`src/rtl/fetch_unit_pkg.sv`:
```
// Shared constants and types for the instruction-fetch stage.
//   RESET_PC_DEFAULT : default first fetch address after reset
//   PC_STEP_DEFAULT  : byte increment between sequential fetches
//   NOP_INSTR        : word shown on if_instr while nothing has been fetched
//   fetch_word_t     : instruction word paired with its byte address
package fetch_unit_pkg;

  localparam logic [31:0] RESET_PC_DEFAULT = 32'h0000_0000;
  localparam logic [31:0] PC_STEP_DEFAULT  = 32'd4;
  localparam logic [31:0] NOP_INSTR        = 32'h0000_0013;

  typedef struct packed {
    logic [31:0] pc;
    logic [31:0] instr;
  } fetch_word_t;

  // Instruction addresses are word aligned; low two bits are dropped.
  function automatic logic [31:0] word_align(input logic [31:0] a);
    return a & ~32'h3;
  endfunction

endpackage

```
`src/rtl/fetch_skid_buf.sv`:
```
// Two-entry in-order buffer between instruction_mem and decode: an output
// register (oldest word, shown to decode) backed by a one-word skid.
//   clk, rst           : clock, async active-high reset
//   flush              : drop both entries; any push this cycle is ignored
//   push, push_word    : returning instruction word to enqueue
//   pop                : consumer ready; takes the output word when valid
//   out_valid/out_word : head of the buffer
//   skid_valid         : second entry occupied (buffer full)
// The upstream issue rule never pushes into a full buffer that is not popped.
module fetch_skid_buf
  import fetch_unit_pkg::*;
#(
  parameter logic [31:0] RESET_PC = RESET_PC_DEFAULT
) (
  input  logic        clk,
  input  logic        rst,
  input  logic        flush,
  input  logic        push,
  input  fetch_word_t push_word,
  input  logic        pop,
  output logic        out_valid,
  output fetch_word_t out_word,
  output logic        skid_valid
);

  fetch_word_t skid_word;
  logic        take;

  assign take = out_valid && pop;

  always_ff @(posedge clk or posedge rst) begin
    if (rst) begin
      out_valid  <= 1'b0;
      out_word   <= '{pc: RESET_PC, instr: NOP_INSTR};
      skid_valid <= 1'b0;
      skid_word  <= '{pc: RESET_PC, instr: NOP_INSTR};
    end else if (flush) begin
      out_valid  <= 1'b0;
      skid_valid <= 1'b0;
    end else if (skid_valid) begin
      // Full: only moves when the head is consumed; the new word backfills skid.
      if (take) begin
        out_word   <= skid_word;
        skid_valid <= push;
        if (push) skid_word <= push_word;
      end
    end else if (!out_valid || take) begin
      out_valid <= push;
      if (push) out_word <= push_word;
    end else if (push) begin
      skid_valid <= 1'b1;
      skid_word  <= push_word;
    end
  end

endmodule

```
`src/rtl/fetch_unit.sv`:
```
// Instruction-fetch stage: owns the PC, issues reads to instruction_mem,
// pairs each returning word with its PC and hands it to decode over
// valid/ready. Execute-stage redirects flush the stage.
//   clk, rst                  : clock, async active-high reset
//   imem_rd, imem_addr        : read request to instruction_mem
//   imem_instr                : read data, valid the cycle after imem_rd
//   redirect_valid/_pc        : PC redirect from execute (highest priority)
//   if_valid/if_pc/if_instr   : fetched instruction to decode
//   id_ready                  : decode accepts this cycle
module fetch_unit
  import fetch_unit_pkg::*;
#(
  parameter logic [31:0] RESET_PC = RESET_PC_DEFAULT,
  parameter logic [31:0] PC_STEP  = PC_STEP_DEFAULT
) (
  input  logic        clk,
  input  logic        rst,
  output logic        imem_rd,
  output logic [31:0] imem_addr,
  input  logic [31:0] imem_instr,
  input  logic        redirect_valid,
  input  logic [31:0] redirect_pc,
  output logic        if_valid,
  output logic [31:0] if_pc,
  output logic [31:0] if_instr,
  input  logic        id_ready
);

  localparam logic [31:0] RST_PC = RESET_PC & ~32'h3;

  logic [31:0] pc;
  logic        pend;
  logic [31:0] pend_pc;
  logic        out_valid;
  logic        skid_valid;
  fetch_word_t out_word;
  logic        issue;

  // Request is held low while rst is high; once rst drops, the first request
  // is up in time to be sampled on the very next edge.
  always_comb begin
    issue     = 1'b0;
    imem_addr = pc;
    if (!rst) begin
      if (redirect_valid) begin
        issue     = 1'b1;
        imem_addr = word_align(redirect_pc);
      end else begin
        // Stop when the skid is full, or when the in-flight word is about to
        // land in the skid (head stalled with a response pending).
        issue = !skid_valid && !(out_valid && pend && !id_ready);
      end
    end
  end

  assign imem_rd = issue;

  always_ff @(posedge clk or posedge rst) begin
    if (rst) begin
      pc      <= RST_PC;
      pend    <= 1'b0;
      pend_pc <= RST_PC;
    end else begin
      pend <= issue;
      if (issue) begin
        pend_pc <= imem_addr;
        pc      <= imem_addr + PC_STEP;
      end
    end
  end

  // A redirect flushes the buffer and the response of the previous request.
  fetch_skid_buf #(.RESET_PC(RST_PC)) u_buf (
    .clk       (clk),
    .rst       (rst),
    .flush     (redirect_valid),
    .push      (pend),
    .push_word ('{pc: pend_pc, instr: imem_instr}),
    .pop       (id_ready),
    .out_valid (out_valid),
    .out_word  (out_word),
    .skid_valid(skid_valid)
  );

  assign if_valid = out_valid;
  assign if_pc    = out_word.pc;
  assign if_instr = out_word.instr;

endmodule

```
`config.mk`:
```
export PLATFORM = sky130hd
export DESIGN_NAME = fetch_unit
export DESIGN_NICKNAME = d
export VERILOG_FILES = /design/src/rtl/fetch_unit_pkg.sv /design/src/rtl/fetch_skid_buf.sv /design/src/rtl/fetch_unit.sv
export SDC_FILE = /design/constraint.sdc
export NUM_CORES = 1
export LEC_CHECK = 0
export ABC_AREA = 0
export CAP_MARGIN = 25
export CORE_MARGIN = 2
export CORE_UTILIZATION = 50
export DETAILED_ROUTE_END_ITERATION = 6
export HOLD_SLACK_MARGIN = 0.1
export PLACE_DENSITY_LB_ADDON = 0.2
export SLEW_MARGIN = 20
export SYNTH_ARGS = -nofsm -noshare
export SYNTH_HDL_FRONTEND = slang
export SYNTH_SLANG_ARGS = --single-unit
```
`constraint.sdc`:
```
create_clock -name clk -period 9.41 [get_ports clk]
set_input_delay 0.941 -clock clk [delete_from_list [all_inputs] [get_ports clk]]
set_output_delay 0.941 -clock clk [all_outputs]
set_load 0.01 [all_outputs]
```
* After elaboration in Yosys (flattened, before gate mapping)
Cells that the tools add are included.
Word-level totals: output and inout bits 98, bits in latches 0, memories kept 0, logic and storage cells 49, bits in writable memories 0, register bits after elaboration 195, memory bits (read-only) 0, input bits 68
Operators by class: multiplexer cells 20, equality and inequality tests 3, add/subtract/negate cells 1, bitwise gates (word level) 1, reductions and logical operators 15, divide/modulo/power cells 0, multipliers 0, shift operators 0, $lt $le $gt $ge 0
Operators by type and width (count):
- 2-to-1 mux 64 bit | 8
- 2-to-1 mux 32 bit | 2
- adder 32 x 3 -> 32 bit (second input constant) | 1
- 2-to-1 mux 1 bit | 10
- nonzero test 2 bit | 3
- logical AND 1 bit | 4
- zero test 1 bit | 4
- inequality test 2 bit (second input constant) | 2
- AND reduction 4 bit | 1
- AND reduction 3 bit | 1
- inequality test 2 x 1 -> 1 bit (second input constant) | 1
- AND reduction 2 bit | 1
- logical OR 1 bit | 1
- inverter 1 bit | 1

* Logic depth before layout (Yosys ltp)
Gate-level depths: netlist of the first run.
word-level depth 6, depth in mapped cells 13

* By module
A second synthesis of the first run with hierarchy kept.
Second synthesis, totals: cell total of the unflattened synthesis 774, area total of the unflattened synthesis 9491.6 um^2
Modules (own cells, without submodules):
- fetch_skid_buf | times used 1, sequential area each 3260.6 um^2, cells an instance 357, area each 5665.4 um^2
- fetch_unit | times used 1, sequential area each 1576.5 um^2, cells an instance 417, area each 3826.2 um^2

* Worst setup path before layout of the first run
No wires, ideal clock.
path kind in2out, start input rst, end output imem_rd, data arrival time 6777 ps, slack 1692 ps, stages on the path 4, path buffers 1, cells stage by stage inv_1 o21ai_1 inv_1 clkbuf_1
On the way: cells in the longest elaborated chain, start to end 1
Ends and longest elaborated chain:
- start: declaration | line fetch_unit.sv:17 | input logic rst,
- 2-to-1 mux 1 bit | line fetch_unit.sv:44 | if (!rst) begin
- end: declaration | line fetch_unit.sv:18 | output logic imem_rd,
No other way between the ends.

* Worst setup path after layout of the first run
Ends and elaborated chain as after synthesis.

==> metrics, run 1 <==
crit-path cells=clkdlybuf4s50_1 -> clkinv_8 -> o21ai_4 -> inv_1 -> buf_4 -> clkdlybuf4s50_1; Lkg Pwr=0.00481 uW; data arrival time of the worst path=between 3 and 4 ns; Crit. End Element=primary output; Nets=1067; clk root buf=clkbuf_16; antenna violations before repair=2; overall die area=19100 um^2; TritonCTS buffer count=17; total setup buffers inserted after CTS=0; vias in the first global route=between 6000 and 7000; Post-Syn Instances=856; total power draw=~2600 uW; Via density=5.22; Worst path slowest cell=clkdlybuf4s50_1; global-route wire length before repair=32.3 mm; Die Ht=138 um; Syn-to-layout area delta=26.6%; leading area contributor after synthesis=dfrtp_1; RD Place Congestion=0.837; num ports=166; post-cts hold buffer count=0; via count=~6500; Clk Latency, worst-skew pair=between 0.4 and 0.5 ns; CTS tree=built; Yosys top cell area share=roughly 52%; P per Cell Area=231 nW/um^2; top_reg_cell synth=dfrtp_1; largest net degree at the start of global routing=148; Post-route DRC=0; num rows=just under 50; Reg clk slew, reported paths=roughly 0.080 ns; Max Clk Rate=between 200 and 250 MHz; Post-DRT Antenna Nets=0; status=completed; RSZ-0062 raised after global routing=no; Crit path max-delay family=buffers and inverters; GRT Residual Overflow=0; Clock Path Buffers=2; antenna cells=0; H-Tree Depth=4; Netlist cell types=48; Post-synth EDFFs=0; post-synthesis sequential area ratio=53.7%; Initial Util=50.5%; Setup Skew=0.0119 ns; dpl hpwl=12.7 mm; Worst EP required=8.47 ns; Final Max Slew Viols=0; drt wl/cell=15.6 um; Worst path most repeated cell=clkdlybuf4s50_1; Synth async-reset ratio=100%; setup TNS=0 ns; endpoints failing setup=0; Max-slew headroom=41.7%; Cell Area, Synth=9010 um^2; Die W=138 um; worst slew pin tran=0.871 ns; Critical Path Fanout Max=147; Hold/Removal Path Class=reg2reg; Syn Nets=925; Setup CP Type=in2out; Total Routing Usage GR=between 20% and 30%; fin crit share=about half; CP Launch Type=input pin; Yosys warnings=0; Pre-antenna DRT Iters=5; layout cell share with drive strength beyond 1=between 10 and 15%; Max rail drop VDD=0.127 mV; post-cts sizing count=0; port buffer count=163; clock sinks=193; Max-Cap Viols=0; DR iter-0 viols=268; final hold violation count=0; CP max stage delay=0.64 ns; register bit total from synthesis=193; Core Region=approximately 18000 um^2; Crit path buffers/inverters=5; syn avg cell area=about 11 um^2; clock period minus worst slack=4.63 ns; largest cells by area after synthesis=dfrtp_1 (52%), mux2_2 (8.9%), mux2i_1 (8.8%), nand2_1 (7.3%), a21oi_1 (4.1%); final wirelength=19.3 mm
cell type report:
type,count,area [um^2]
Clock buffer,17,425
Clock inverter,15,168
Fill cell,1524,6440
Inverter,10,50.0
Multi-Input combinational cell,604,3940
Sequential cell,193,4840
Tap cell,229,287
Timing Repair Buffer,172,1700
worst register-to-register path, stage by stage, from the launching register on:
cell,delay [ns]
dfrtp_4,0.73
a21oi_1,0.15
o21ai_4,0.71
buf_4,0.64
nor2b_1,0.18
a22oi_1,0.18
nand2_1,0.07
layout by cell type, fill, tap and decap left out, types with 8 or more instances in the layout:
cell type,n
a21oi_1,73
buf_4,9
clkbuf_16,17
clkdlybuf4s50_1,163
dfrtp_1,186
inv_1,9
mux2_2,71
mux2i_1,79
nand2_1,176
nand4_1,9
nor2_1,78
nor3_1,8
o21ai_0,17
o21ai_1,10
xnor2_1,16
per-stage QoR:
| stage | hold slack, ns | util [%] | std cells | setup slack [ns] | area [um^2] |
|---|---|---|---|---|---|
| final | 0.498 | 63.9 | 1240 | 4.78 | 11400 |
| after global routing | 0.518 | 63.9 | 1240 | 4.46 | 11400 |
| after CTS | 0.493 | 63.9 | 1240 | 4.56 | 11400 |
| after detailed placement | 0.475 | 60.6 | 1208 | 4.55 | 10800 |
| after global placement | 0.463 | 60.6 | 1208 | 4.56 | 10800 |
| after floorplan | 0.450 | - | 856 | 1.69 | 9010 |
layer usage:
layer	vias up	wire, um	global-route usage [%]
li1	3202	-	-
met1	3091	9520	30.7
met2	160	8730	31.8
met3	14	942	5.02
met4	0	152	4.51
met5	-	0	0
cell families after synthesis:
kind of cell | Yosys count | synth area share, %
AOI/OAI and AO/OA | 118 | 7.43
xor gates and xnor gates | 20 | 1.94
adders and majority gates | 1 | 0.139
buffers and inverters | 59 | 2.90
DFF | 193 | 53.7
muxes | 158 | 19.1
and+or+nand+nor | 307 | 14.8
Yosys cell counts (all sizes together), types with 3 or more instances:
master / n
a21oi: 73
and2: 5
and3: 6
buf: 16
clkbuf: 33
dfrtp: 187
dfstp: 6
inv: 10
mux2: 72
mux2i: 86
nand2: 176
nand2b: 3
nand3: 4
nand4: 10
nor2: 78
nor2b: 6
nor3: 11
nor4: 4
o211ai: 3
o21ai: 29
o31ai: 3
xnor2: 16
xor2: 4
final timing paths:
check                      endpoint  cells after the start  slack [ns]             start
min in group asynchronous    pc[22]                      2        1.13               rst
min                           pc[2]                      2        0.50             pc[2]
max reg2reg                  pc[31]                      6        6.64  u_buf.skid_valid
max in group asynchronous    pc[28]                      3        7.12               rst
min reg2reg                   pc[2]                      2        0.50             pc[2]
max                         imem_rd                      6        4.78               rst
power by group:
part / switching, uW / total (uW) / internal (uW)
logic: 326 / 718 / 393
clock network: 346 / 726 / 380
registers: 132 / 1190 / 1060
state kept, by name, indices dropped and copies added (netlist names):
name	flops
pend	1
pend_pc	30
u_buf.out_word	64
u_buf.skid_valid	1
u_buf.skid_word	64
pc	32
u_buf.out_valid	1
No activity file was read; power rests on OpenSTA's default activity.
==> run 2, diff against run 1 <==
clock period = 4.75 ns   (was 9.41 ns; I/O delays follow)
==> metrics, run 2 (same netlist as run 1, synthesis figures left out) <==
Final Max Slew Viols=0 (unchanged); Die Ht=138 um (unchanged); P per Cell Area=456 nW/um^2 (+97%); Total Routing Usage GR=21.0% (+0.12 points); num ports=166 (unchanged); worst slew pin tran=0.971 ns (+0.100 ns); Lkg Pwr=0.00481 uW (-0.11%); Max rail drop VDD=0.291 mV (+130%); Via density=5.28 (+1.2%); Syn-to-layout area delta=26.8%; Post-route DRC=0 (unchanged); Pre-antenna DRT Iters=5 (unchanged); filler instances=1443 (-5.3%); Setup CP Type=in2out; Crit. End Element=primary output; fin crit share=75.1%; total setup buffers inserted after CTS=0 (unchanged); GRT Residual Overflow=0 (unchanged); Area after DPL=10800 um^2 (+0.13%); Multi-input gate area=3940 um^2 (+0.13%); RD Place Congestion=0.829 (-1.1%); Max Clk Rate=280 MHz; layout cell share with drive strength beyond 1=14.0% (+0.085 points); dpl hpwl=12.8 mm (+0.53%); final core utilization=64.0% (+0.084 points); vias in the first global route=6420 (+2.9%); via count=6552 (+1.3%); status=completed; Max-slew headroom=35.3% (-6.5 points); drt wl/cell=15.9 um (+1.7%); port buffer count=163 (unchanged); post-route cell area=11400 um^2 (+0.13%); highest-count cells in the layout ignoring fill and taps=dfrtp_1 (186), nand2_1 (176), clkdlybuf4s50_1 (163); Critical Path Fanout Max=17 (-88%); largest registers=u_buf.out_word x64, u_buf.skid_word x64, pc x32; antenna cells=0 (unchanged); num rows=49 (unchanged); data arrival time of the worst path=3.09 ns (-0.60 ns); clock period minus worst slack=about 3.6 ns; Worst EP required=4.28 ns (-4.19 ns); commonest non-fill, non-tap cell in the layout=dfrtp_1; clock sinks=193 (unchanged); TritonCTS buffer count=17 (unchanged); setup TNS=0 ns (unchanged); clk root buf=clkbuf_16; Reg clk slew, reported paths=0.07 ns (about the same); H-Tree Depth=4 (unchanged); largest net degree at the start of global routing=194 (+31%); final wirelength=19.7 mm (+1.8%); global-route wire length before repair=32.7 mm (+1.2%); post-cts hold buffer count=0 (unchanged); endpoints failing setup=0 (unchanged); Initial Util=50.5% (unchanged); Max-Cap Viols=0 (unchanged); Setup Skew=0.0119 ns (+0.000000500 ns); Core Region=17800 um^2 (unchanged); final hold violation count=0 (unchanged); WHS=0.494 ns (-0.00355 ns); Nets=1068 (+0.094%); Hold/Removal Path Class=reg2reg; Clk Latency, worst-skew pair=0.43 ns (about the same); Clock Path Buffers=2 (unchanged); Post-DRT Antenna Nets=0 (unchanged); post-cts sizing count=0 (unchanged); RSZ-0062 raised after global routing=no; antenna violations before repair=1 (-1); DR iter-0 viols=400 (+49%); overall die area=19100 um^2 (unchanged); register area=4840 um^2 (unchanged); CP Launch Type=input pin; Die W=138 um (unchanged); CTS tree=built
==> run 2: worst paths after layout <==
check | from | to | slack [ns] | cells past startpoint
hold / removal | pc[30] | pc[30] | 0.49 | 2
hold reg to reg | pc[30] | pc[30] | 0.49 | 2
setup reg to reg | u_buf.skid_valid | u_buf.skid_word[16] | 1.86 | 4
setup / recovery | redirect_valid | imem_addr[27] | 1.18 | 6
min in group asynchronous | rst | u_buf.skid_valid | 0.63 | 3
max in group asynchronous | rst | u_buf.skid_word[20] | 3.15 | 4
==> run 2: metal layers <==
metal	track usage, %	routed length, um	up-vias	share of wire (%)
met1	29.4	9290	3187	47
met4	6.12	176	0	0.89
met2	33.0	9260	145	47
li1	-	-	3205	-
met3	4.64	965	15	4.9
met5	0	0	-	0
==> run 2: final cells by class <==
type	instances	area share (%)
clock buffers	18	3.76
clock inverters	14	1.25
inverters	10	0.362
multi-input cells	604	34.5
flip-flops and latches	193	42.4
well taps	229	2.51
repair buffers	173	15.2
==> run 2: where the power goes <==
| group | internal (uW) | total, uW | switching [uW] | leakage [uW] |
|---|---|---|---|---|
| clock network | 741 | 1410 | 668 | 0.000276 |
| logic | 782 | 1430 | 645 | 0.00220 |
| registers | 2110 | 2370 | 263 | 0.00233 |
| total | 3630 | 5200 | 1580 | 0.00481 |
==> run 2: critical path, stage by stage <==
cell	delay (ns)
clkdlybuf4s50_1	0.75
nor2b_4	0.48
buf_4	0.32
mux2i_1	0.41
inv_1	0.11
clkdlybuf4s50_1	0.54
==> run 2: stage by stage <==
| stage | power, uW | worst slack, ns | std cells |
|---|---|---|---|
| after floorplan | 3180 | -0.373 | 856 |
| after global placement | 3790 | 1.18 | 1208 |
| after detailed placement | 3840 | 1.12 | 1208 |
| after CTS | 5260 | 1.16 | 1240 |
| after global routing | 5510 | 1.05 | 1241 |
| final | 5200 | 1.18 | 1241 |
==> run 3, diff against run 2 <==
CORE_UTILIZATION = 48   (was 50)
clock period = 3.2 ns   (was 4.75 ns; I/O delays follow)
==> metrics, run 3 (same netlist as run 1, synthesis figures left out) <==
crit-path cells=clkdlybuf4s50_1 -> nor2b_4 -> buf_4 -> mux2i_1 -> inv_1 -> clkdlybuf4s50_1; P per Cell Area=665 nW/um^2 (+46%); dpl hpwl=13.3 mm (+3.8%); antenna cells=0 (unchanged); Crit. End Element=primary output; Syn-to-layout area delta=28.3%; Max Clk Rate=about 360 MHz; total setup buffers inserted after CTS=0 (unchanged); post-cts sizing count=0 (unchanged); Lkg Pwr=0.00489 uW (+1.7%); Hold/Removal Path Class=reg2reg; Die Ht=141 um (+2.0%); Clk Latency, worst-skew pair=0.43 ns (about the same); reg2reg setup slack=0.99 ns (-0.87 ns); Setup Skew=0.0107 ns (-0.00122 ns); Die W=141 um (+2.0%); Max rail drop VDD=0.400 mV (+37%); clk root buf=clkbuf_16; status=completed; clock sinks=193 (unchanged); Core Region=18600 um^2 (+4.1%); Clock Path Buffers=2 (unchanged); largest registers=u_buf.out_word x64, u_buf.skid_word x64, pc x32; worst slew pin tran=0.639 ns (-0.332 ns); highest-count cells in the layout ignoring fill and taps=dfrtp_1 (186), nand2_1 (176), clkdlybuf4s50_1 (163); Max-slew headroom=57.4% (+22 points); filler instances=1566 (+8.5%); clock period minus worst slack=2.81 ns; Worst R2R Start=u_buf.skid_valid; GRT Residual Overflow=0 (unchanged); Worst Slack Setup Final=0.392 ns (-0.791 ns); data arrival time of the worst path=2.49 ns (-0.60 ns); layout cell share with drive strength beyond 1=15.4% (+1.3 points); Worst path depth=6 (unchanged); DR iter-0 viols=380 (-5.0%); CTS tree=built; RD Place Congestion=0.835 (+0.77%); Worst path most repeated cell=clkdlybuf4s50_1; Critical Path Start=redirect_valid; RR Endpoint=u_buf.skid_word[26]; num ports=166 (unchanged); endpoints failing setup=0 (unchanged); Area after DPL=11000 um^2 (+1.4%); Worst path slowest cell=clkdlybuf4s50_1; commonest non-fill, non-tap cell in the layout=dfrtp_1; vias in the first global route=6336 (-1.3%); Post-route DRC=0 (unchanged); final wirelength=19.9 mm (+0.93%); Final Max Slew Viols=0 (unchanged); port buffer count=163 (unchanged); final hold violation count=0 (unchanged); Crit path max-delay family=buffers and inverters; largest net degree at the start of global routing=194 (unchanged); Post-DRT Antenna Nets=0 (unchanged); CP Launch Type=input pin; via count=6602 (+0.76%); Crit path buffers/inverters=4 (unchanged); H-Tree Depth=4 (unchanged); global-route wire length before repair=32.7 mm (about the same); setup TNS=0 ns (unchanged); Setup CP Type=in2out; Nets=1084 (+1.5%); post-cts hold buffer count=0 (unchanged); post-route cell area=11600 um^2 (+1.2%); CP max stage delay=0.55 ns (-0.20 ns); overall die area=19900 um^2 (+4.0%); num rows=50 (+2.0%); Initial Util=48.5% (-2.0 points); Via density=5.23 (-0.91%); Max-Cap Viols=0 (unchanged); Reg clk slew, reported paths=0.07 ns (about the same); DP Worst Slack=0.298 ns (-0.818 ns); fin crit share=87.8%; TritonCTS buffer count=17 (unchanged); drt wl/cell=15.7 um (-0.75%); crit path to=imem_addr[10]; antenna violations before repair=0 (-1); Critical Path Fanout Max=8 (-9); total power draw=7690 uW (+48%); Pre-antenna DRT Iters=5 (unchanged); Worst EP required=2.88 ns (-1.40 ns); Total Routing Usage GR=20.6% (-0.39 points); RSZ-0062 raised after global routing=no; Reg2Reg Depth=4 (unchanged)
run 3: changes by cell type in the layout (fill, tap and decap cells not counted), sizes merged:
cell	before	now
buf	10	26
bufinv	1	0
clkbuf	18	20
inv	16	15
run 3: layer usage:
metal / wire length (um) / GRT usage [%] / vias to the layer above
met3: 959 / 3.84 / 20
li1: - / - / 3242
met1: 9460 / 29.8 / 3166
met4: 302 / 5.89 / 0
met2: 9150 / 31.9 / 174
met5: 0 / 0 / -
run 3: worst min-delay path by stage:
| stage | startpoint | cells after the start | endpoint | slack [ns] |
|---|---|---|---|---|
| 2_1_floorplan | pc[2] | 2 | pc[2] | 0.45 |
| 3_3_place_gp | pc[2] | 2 | pc[2] | 0.46 |
| 3_5_place_dp | pc[2] | 2 | pc[2] | 0.47 |
| 4_1_cts | imem_instr[4] | 3 | u_buf.out_word[4] | 0.50 |
| 5_1_grt | u_buf.skid_word[14] | 1 | u_buf.skid_word[14] | 0.52 |
| 6_report | pend_pc[24] | 2 | pend_pc[24] | 0.50 |
run 3: tightest hold or removal path: cells and delay by family, from the launching register on:
family,cells,cell delay (ns)
DFF,1,0.36
and+or+nand+nor,2,0.11
run 3: area by class of cell:
| class | instances | area (um^2) | area share [%] |
|---|---|---|---|
| clock buffers | 20 | 457 | 3.95 |
| flip-flops and latches | 193 | 4840 | 41.9 |
| well taps | 234 | 293 | 2.53 |
| clock inverters | 12 | 98.8 | 0.855 |
| repair buffers | 189 | 1880 | 16.3 |
| inverters | 10 | 41.3 | 0.357 |
| multi-input cells | 604 | 3940 | 34.1 |
run 3: per-stage QoR:
| step | cells | hold WS [ns] | util, % |
|---|---|---|---|
| after floorplan | 856 | 0.450 | - |
| after global placement | 1229 | 0.463 | 59.1 |
| after detailed placement | 1229 | 0.471 | 59.1 |
| after CTS | 1261 | 0.501 | 62.0 |
| after global routing | 1262 | 0.518 | 62.2 |
| final | 1262 | 0.498 | 62.2 |
run 3: power by group:
part / internal [uW] / total (uW) / switching [uW]
combinational: 1190 / 2150 / 964
clock: 1060 / 2010 / 956
sequential: 3130 / 3520 / 397
total: 5370 / 7690 / 2320
